===== config.mk =====
export PLATFORM = sky130hd
export DESIGN_NAME = serial_add_ctrl
export DESIGN_NICKNAME = d
export VERILOG_FILES = /design/src/rtl/serial_add_ctrl.sv
export SDC_FILE = /design/constraint.sdc
export NUM_CORES = 1
export LEC_CHECK = 0
export ABC_AREA = 1
export CORE_MARGIN = 2
export CORE_UTILIZATION = 46
export DETAILED_ROUTE_END_ITERATION = 8
export GPL_ROUTABILITY_DRIVEN = 0
export PLACE_DENSITY = 0.85
export SYNTH_ARGS = -nofsm -noshare
export SYNTH_HDL_FRONTEND = slang
export SYNTH_SLANG_ARGS = --single-unit

===== constraint.sdc =====
create_clock -name clk -period 1.3 [get_ports clk]
set_input_delay 0.26 -clock clk [delete_from_list [all_inputs] [get_ports clk]]
set_output_delay 0.26 -clock clk [all_outputs]
set_load 0.02 [all_outputs]

===== src/rtl/serial_add_ctrl.sv =====
// Sequencer that feeds an external serial adder LSB first and assembles a parallel result.
// Optional feature macro: SUBTRACT_EN (adds sub_i and a carry-preset CARRY state for A-B).
module serial_add_ctrl #(
    parameter int WIDTH = 8
) (
    input  logic             clk,
    input  logic             rst,
    input  logic             start_i,
    input  logic [WIDTH-1:0] a_i,
    input  logic [WIDTH-1:0] b_i,
`ifdef SUBTRACT_EN
    input  logic             sub_i,
`endif
    output logic             busy_o,
    output logic             done_o,
    output logic [WIDTH-1:0] sum_o,
    output logic             cout_o,
    output logic             sa_a_o,
    output logic             sa_b_o,
    output logic             sa_rst_o,
    input  logic             sa_f_i,
    input  logic             sa_cout_i
);

    localparam int IW = $clog2(WIDTH);
    localparam logic [IW-1:0] LAST_IDX = IW'(WIDTH - 1);

    typedef enum logic [1:0] {
        IDLE,
        CARRY,
        SHIFT,
        DRAIN
    } state_t;

    state_t           r_state;
    logic [IW-1:0]    r_idx;
    logic [WIDTH-1:0] r_a;
    logic [WIDTH-1:0] r_b;
    logic             r_sub;
    logic [WIDTH-2:0] r_cap;
    logic [WIDTH-1:0] r_sum;
    logic             r_cout;
    logic             r_busy;
    logic             r_done;
    logic [WIDTH-1:0] w_capNext;
    logic             w_subIn;

`ifdef SUBTRACT_EN
    assign w_subIn = sub_i;
`else
    assign w_subIn = 1'b0;
`endif

    // Adder F lags its input pair by one cycle, so the newest bit always enters at the MSB.
    assign w_capNext = {sa_f_i, r_cap};

    always_ff @(posedge clk or posedge rst) begin
        if (rst) begin
            r_state <= IDLE;
            r_idx   <= '0;
            r_a     <= '0;
            r_b     <= '0;
            r_sub   <= 1'b0;
            r_cap   <= '0;
            r_sum   <= '0;
            r_cout  <= 1'b0;
            r_busy  <= 1'b0;
            r_done  <= 1'b0;
        end else begin
            r_done <= 1'b0;
            case (r_state)
                IDLE: begin
                    if (start_i) begin
                        r_a    <= a_i;
                        r_b    <= b_i;
                        r_sub  <= w_subIn;
                        r_idx  <= '0;
                        r_busy <= 1'b1;
`ifdef SUBTRACT_EN
                        r_state <= CARRY;
`else
                        r_state <= SHIFT;
`endif
                    end
                end
                CARRY: r_state <= SHIFT;
                SHIFT: begin
                    if (r_idx != '0)
                        r_cap <= w_capNext[WIDTH-1:1];
                    if (r_idx == LAST_IDX)
                        r_state <= DRAIN;
                    else
                        r_idx <= r_idx + 1'b1;
                end
                DRAIN: begin
                    r_sum   <= w_capNext;
                    r_cout  <= sa_cout_i;
                    r_done  <= 1'b1;
                    r_busy  <= 1'b0;
                    r_idx   <= '0;
                    r_state <= IDLE;
                end
                default: r_state <= IDLE;
            endcase
        end
    end

    // Serial adder drive is a pure decode so the adder sees each bit in the same cycle.
    always_comb begin
        sa_a_o   = 1'b0;
        sa_b_o   = 1'b0;
        sa_rst_o = 1'b0;
        case (r_state)
            IDLE:  sa_rst_o = 1'b1;
            CARRY: begin
                sa_a_o = r_sub;
                sa_b_o = r_sub;
            end
            SHIFT: begin
                sa_a_o = r_a[r_idx];
                sa_b_o = r_b[r_idx] ^ r_sub;
            end
            default: ;
        endcase
    end

    assign busy_o = r_busy;
    assign done_o = r_done;
    assign sum_o  = r_sum;
    assign cout_o = r_cout;

endmodule


# Yosys cells after proc, flatten, opt, wreduce, memory -nomap -nowiden
# Index checks and enable logic that the tools add are counted.
op_classes:
  n_addsub: 1
  order_cmp: 1
  n_eq_ne: 7
  muxes: 16
  n_reduce_logical: 9
op_table:
  columns: ["cell", "n"]
  rows:
  - ["$pmux 3 s3", 1]
  - ["$pmux 2 s4", 1]
  - ["$reduce_and 2->1", 4]
  - ["$mux 1", 7]
  - ["$bmux 1 s3", 2]
  - ["$mux 3", 2]
  - ["$ne 2x2->1 const B", 3]
  - ["$reduce_bool 3->1", 2]
  - ["$eq 2x2->1 const B", 2]
  - ["$lt 3x4->1 const B", 1]
  - ["$mux 2", 2]
  - ["$add 3x1->3 const B", 1]
  - ["$eq 3x3->1 const B", 1]
  - ["$reduce_and 3->1", 1]
  - ["$eq 2x1->1 const B", 1]
  - ["$logic_not 2->1", 1]
  - ["$pmux 1 s2", 1]
  - ["$reduce_bool 2->1", 1]
totals:
  register_bits: 39
  input_bits: 21
  output_inout_bits: 14

# Logic depth before layout (Yosys ltp)
depth:
  ltp_word: 3
  ltp_mapped: 9
  depth_no_buf: 7

# Worst setup path before layout
# Ideal clock, no wire load.
synth_timing:
  path_kind: "reg-to-output"
  startpoint: "register r_idx[0]"
  endpoint: "output port sa_a_o"
  arrival_ps: 1184
  required_time_ps: 1040
  setup_slack_ps: -144
  path_stages_with_launch: 9
  n_path_buf: 2
  cell_sequence: "dfrtp_1 buf_4 inv_1 buf_4 nand2_1 nand3_1 nand3_1 nand2_1 nor2_1"
synth_between:
  elab_chain_len: 3
synth_lines:
  columns: ["item", "line_no", "rtl"]
  rows:
  - ["start, declared", "36", "logic [IW-1:0] r_idx;"]
  - ["start signal, assigned", "93", "r_idx <= r_idx + 1'b1;"]
  - ["$bmux 1 s3", "120", "sa_a_o = r_a[r_idx];"]
  - ["$mux 1 (not written as such)", "120", null]
  - ["$mux 1", null, null]
  - ["end, declared", "18", "output logic sa_a_o,"]
# No other way between the ends. The select of a mux whose other input is x is not followed.

# Worst setup path in the final report
layout_timing:
  startpoint: "register r_idx[0]"
  endpoint: "output port sa_b_o"
layout_between:
  elab_chain_len: 3
layout_lines:
  columns: ["item", "line_no", "rtl"]
  rows:
  - ["$bmux 1 s3", "121", "sa_b_o = r_b[r_idx] ^ r_sub;"]
  - ["$mux 1 (not written as such)", "121", null]
  - ["$mux 1", null, null]
  - ["end, declared", "19", "output logic sa_b_o,"]
# No other way between the ends. The select of a mux whose other input is x is not followed.

==> results.md <==
* Number of global-route vias before repair at 1444
* Cell Rows at 22
* Warnings, synthesis at 0
* TritonCTS clock tree: built
* Total CTS buffers at 5
* Crit path max-delay cell type: sky130_fd_sc_hd__dfrtp_2
* Net total in the final layout at ~290
* Worst-Skew Late Latency at 0.29 ns
* Worst slew pin tran at 0.240 ns
* Main area contributors after synthesis: sky130_fd_sc_hd__dfrtp_1 (56%), sky130_fd_sc_hd__nand2_1 (9.4%), sky130_fd_sc_hd__inv_1 (6.4%)
* Via density per instance at 4.95
* Setup crit start kind: flop
* Area growth syn-to-layout at 65.2%
* Combined area of all synthesized cells at 0.00176 mm2
* Remaining routing DRC violations at 0
* Input/output buffers at 34
* H-tree levels at 2
* Number of flops mapped to enable cells by yosys at 0
* CTS Root Buffer Type: sky130_fd_sc_hd__clkbuf_8
* Initial DRT Pass Iterations at 4
* CTS hold repair buffers at 0
* Critical path's top delay family: flip-flops
* Kind of path behind the tightest hold check: in -> async
* Share of post-route cells with drive strength above 1 at 0.430
* CP cell instances: buf_6 > nand2_1 > nand3_1 > nand2_1 > nor2_2 > nor2_4 > buf_6
* Number of buffers and inverters on the critical path at 2
* Area fraction of the dominant cell type after synthesis at 0.555
* Share of synthesized registers carrying an async set or reset at 1.00
* Total of flip-flops plus latches after synthesis at 39
* Final critical path time including I/O delays and setup at approximately 1.7 ns
* Cell count after placement at 297
* Core region area at 0.00366 mm2
* Antenna Diode Count at 0
* Setup repair after global routing missed its margin: yes
* Post-route setup TNS at -0.933 ns
* Global route total overflow at 0
* Overall routed net length at 4280 um
* I/O pin count at 35
* Worst-case vdd ir drop at 1.61 mV
* Post-Synthesis Mean Instance Area at 8.88 um2
* Final setup fails at 16
* Max-slew violation count at 0
* 1st-iter DRT viols at 48
* Post-layout worst setup margin at -0.352 ns
* Bufs on Longest Clock Path at 2
* Count of filler cells inserted in the layout at 252
* Data required time of the critical path at 1.04 ns
* Die ar. at 0.00433 mm2
* Total number of vias at 1549
* Max_slew headroom at 0.839
* Worst clock skew on the final layout at 0.00744 ns
* Sequential element share of the synthesized area at 0.555
* Worst Setup Path Type: reg -> out
* DP Worst Slack at -0.467 ns
* Total Power Consumption at 7.53 mW
* Leakage at between 1 and 1.5 nW
* Hold Vio Cnt, Final at 0
* Synthesized netlist net count at 222
* Launch instance of the worst register-to-register path: r_idx[0]
* Max Clk Rate at slightly above 0.6 GHz
* CP Data Arrival Time at 1.39 ns
* First-pass GRT wire length at between 6000 and 7000 um
* Post-layout instance area at 0.00290 mm2
* Clock Sink Count at 39
* Starting utilization of the core area at 0.480
* Number of antenna violations at the first check in global routing at 0
* Non-filler instance count after layout at 313
* Post-DP HPWL at 2480 um
* Commonest register cell after synthesis: sky130_fd_sc_hd__dfrtp_1
* Reg clk slew, reported paths at 0.08 ns
* Nature of the critical path endpoint: primary output
* Routed WL per cell at 13.7 um
* Pwr Density at approximately 2600 mW/mm2
* Post-detailed-route count of antenna-violating nets at 0
* Dominant cell type by area after synthesis: sky130_fd_sc_hd__dfrtp_1
* Max FO, Critical Path at 6
* Tot GR Track Use at 0.187
* Result of the run: complete, but fails checks
* Die Y at approximately 66 um
* Max-cap violations at 0
* Commonest cells in the synthesized netlist: sky130_fd_sc_hd__nand2_1 (44), sky130_fd_sc_hd__dfrtp_1 (39), sky130_fd_sc_hd__inv_1 (30)
* Leading cell type by number of instances after synthesis: sky130_fd_sc_hd__nand2_1
* Post-route fraction of the period consumed by the critical path at 1.27
* Gate count after technology mapping at 198
* Placed instance area at 0.00235 mm2
* Violated checks: negative setup slack
* Pin count of the biggest net entering global routing at 40
* CP peak stage delay at 0.45 ns
* Distinct cell type count after synthesis at 18
* Launch point of the critical path: r_idx[0]
* Die width at between 60 and 70 um
-- flip-flops by register name, summed over array words and instances, names as in the netlist, 2 cells and up --
register / count
r_a: 8
r_idx: 3
r_state: 2
r_cap: 7
r_b: 8
sum_o: 8
-- final timing paths --
check,end,slack (ns),cells past startpoint
max,sa_b_o,-0.35,7
min,r_b[4],0.31,3
max reg2reg,r_idx[0],-0.03,8
min reg2reg,busy_o,0.48,2
max in group asynchronous,r_idx[0],0.78,3
min in group clk,busy_o,0.48,2
-- worst min-delay path, stage by stage --
cell,delay [ns]
sky130_fd_sc_hd__clkdlybuf4s50_1,0.40
sky130_fd_sc_hd__inv_1,0.09
sky130_fd_sc_hd__buf_12,0.22
-- per-stage QoR --
stage | util | hold slack, ns
global route | 0.793 | 0.333
CTS | 0.678 | 0.328
detailed placement | 0.641 | 0.464
finish | 0.793 | 0.315
global placement | 0.641 | 0.465
floorplan | - | 0.370
-- power by group --
group	internal, mW	switching (mW)
Combinational	2.04	2.41
Sequential	1.78	0.307
Clock	0.571	0.433
Total	4.39	3.14
-- per-layer routing --
metal,share of wire,vias up,global-route usage
li1,-,745,-
met1,0.42,752,0.218
met2,0.52,46,0.330
met3,0.050,6,0.0579
met4,0.012,0,0.0547
met5,0,-,0
-- logic make-up (layout without fill, tap and decap cells) --
group / after synthesis / count (layout) / synth area share
AO/OA/AOI/OAI: 35 / 35 / 0.115
adder cells (fa/ha/maj): 3 / 3 / 0.0214
buffers and inverters: 38 / 104 / 0.103
flip-flops: 39 / 39 / 0.555
AND/OR/NAND/NOR: 83 / 84 / 0.206
-- layout make-up --
| cell class | instances | area [um2] | area share |
|---|---|---|---|
| clock buffer | 5 | 68.8 | 0.0237 |
| sequential | 39 | 977 | 0.336 |
| multi-input combinational | 122 | 937 | 0.323 |
| timing repair buffer | 65 | 698 | 0.240 |
| tap | 48 | 60.1 | 0.0207 |
| inverter | 31 | 119 | 0.0409 |
| clock inverter | 3 | 43.8 | 0.0151 |
-- layout by cell type, fill, tap and decap left out, types with 4 or more instances in the layout --
master	synthesis	final
sky130_fd_sc_hd__nand2_8	0	4
sky130_fd_sc_hd__buf_4	2	18
sky130_fd_sc_hd__inv_1	30	28
sky130_fd_sc_hd__dlygate4sd2_1	0	6
sky130_fd_sc_hd__nand3_1	13	11
sky130_fd_sc_hd__clkdlybuf4s50_1	0	20
sky130_fd_sc_hd__o21ai_2	7	9
sky130_fd_sc_hd__nand2_2	1	12
sky130_fd_sc_hd__nand2_1	44	32
sky130_fd_sc_hd__clkbuf_8	0	5
sky130_fd_sc_hd__nor2_4	2	20
sky130_fd_sc_hd__buf_6	4	8
sky130_fd_sc_hd__o21ai_1	7	9
sky130_fd_sc_hd__buf_12	0	4
sky130_fd_sc_hd__dfrtp_1	39	38
sky130_fd_sc_hd__a21oi_2	0	16
sky130_fd_sc_hd__clkdlybuf4s15_1	0	5
-- what timing repair did --
| item | in CTS | in global routing |
|---|---|---|
| buffers inserted | 2 | 2 |
| resized for setup | 35 | 86 |
| setup endpoints to repair | 21 | 35 |
| gates cloned | 0 | 4 |
| pin swaps | 1 | 13 |
| endpoints found under the hold margin | 0 | 0 |
Note: power is estimated with default switching activity, not from simulation.
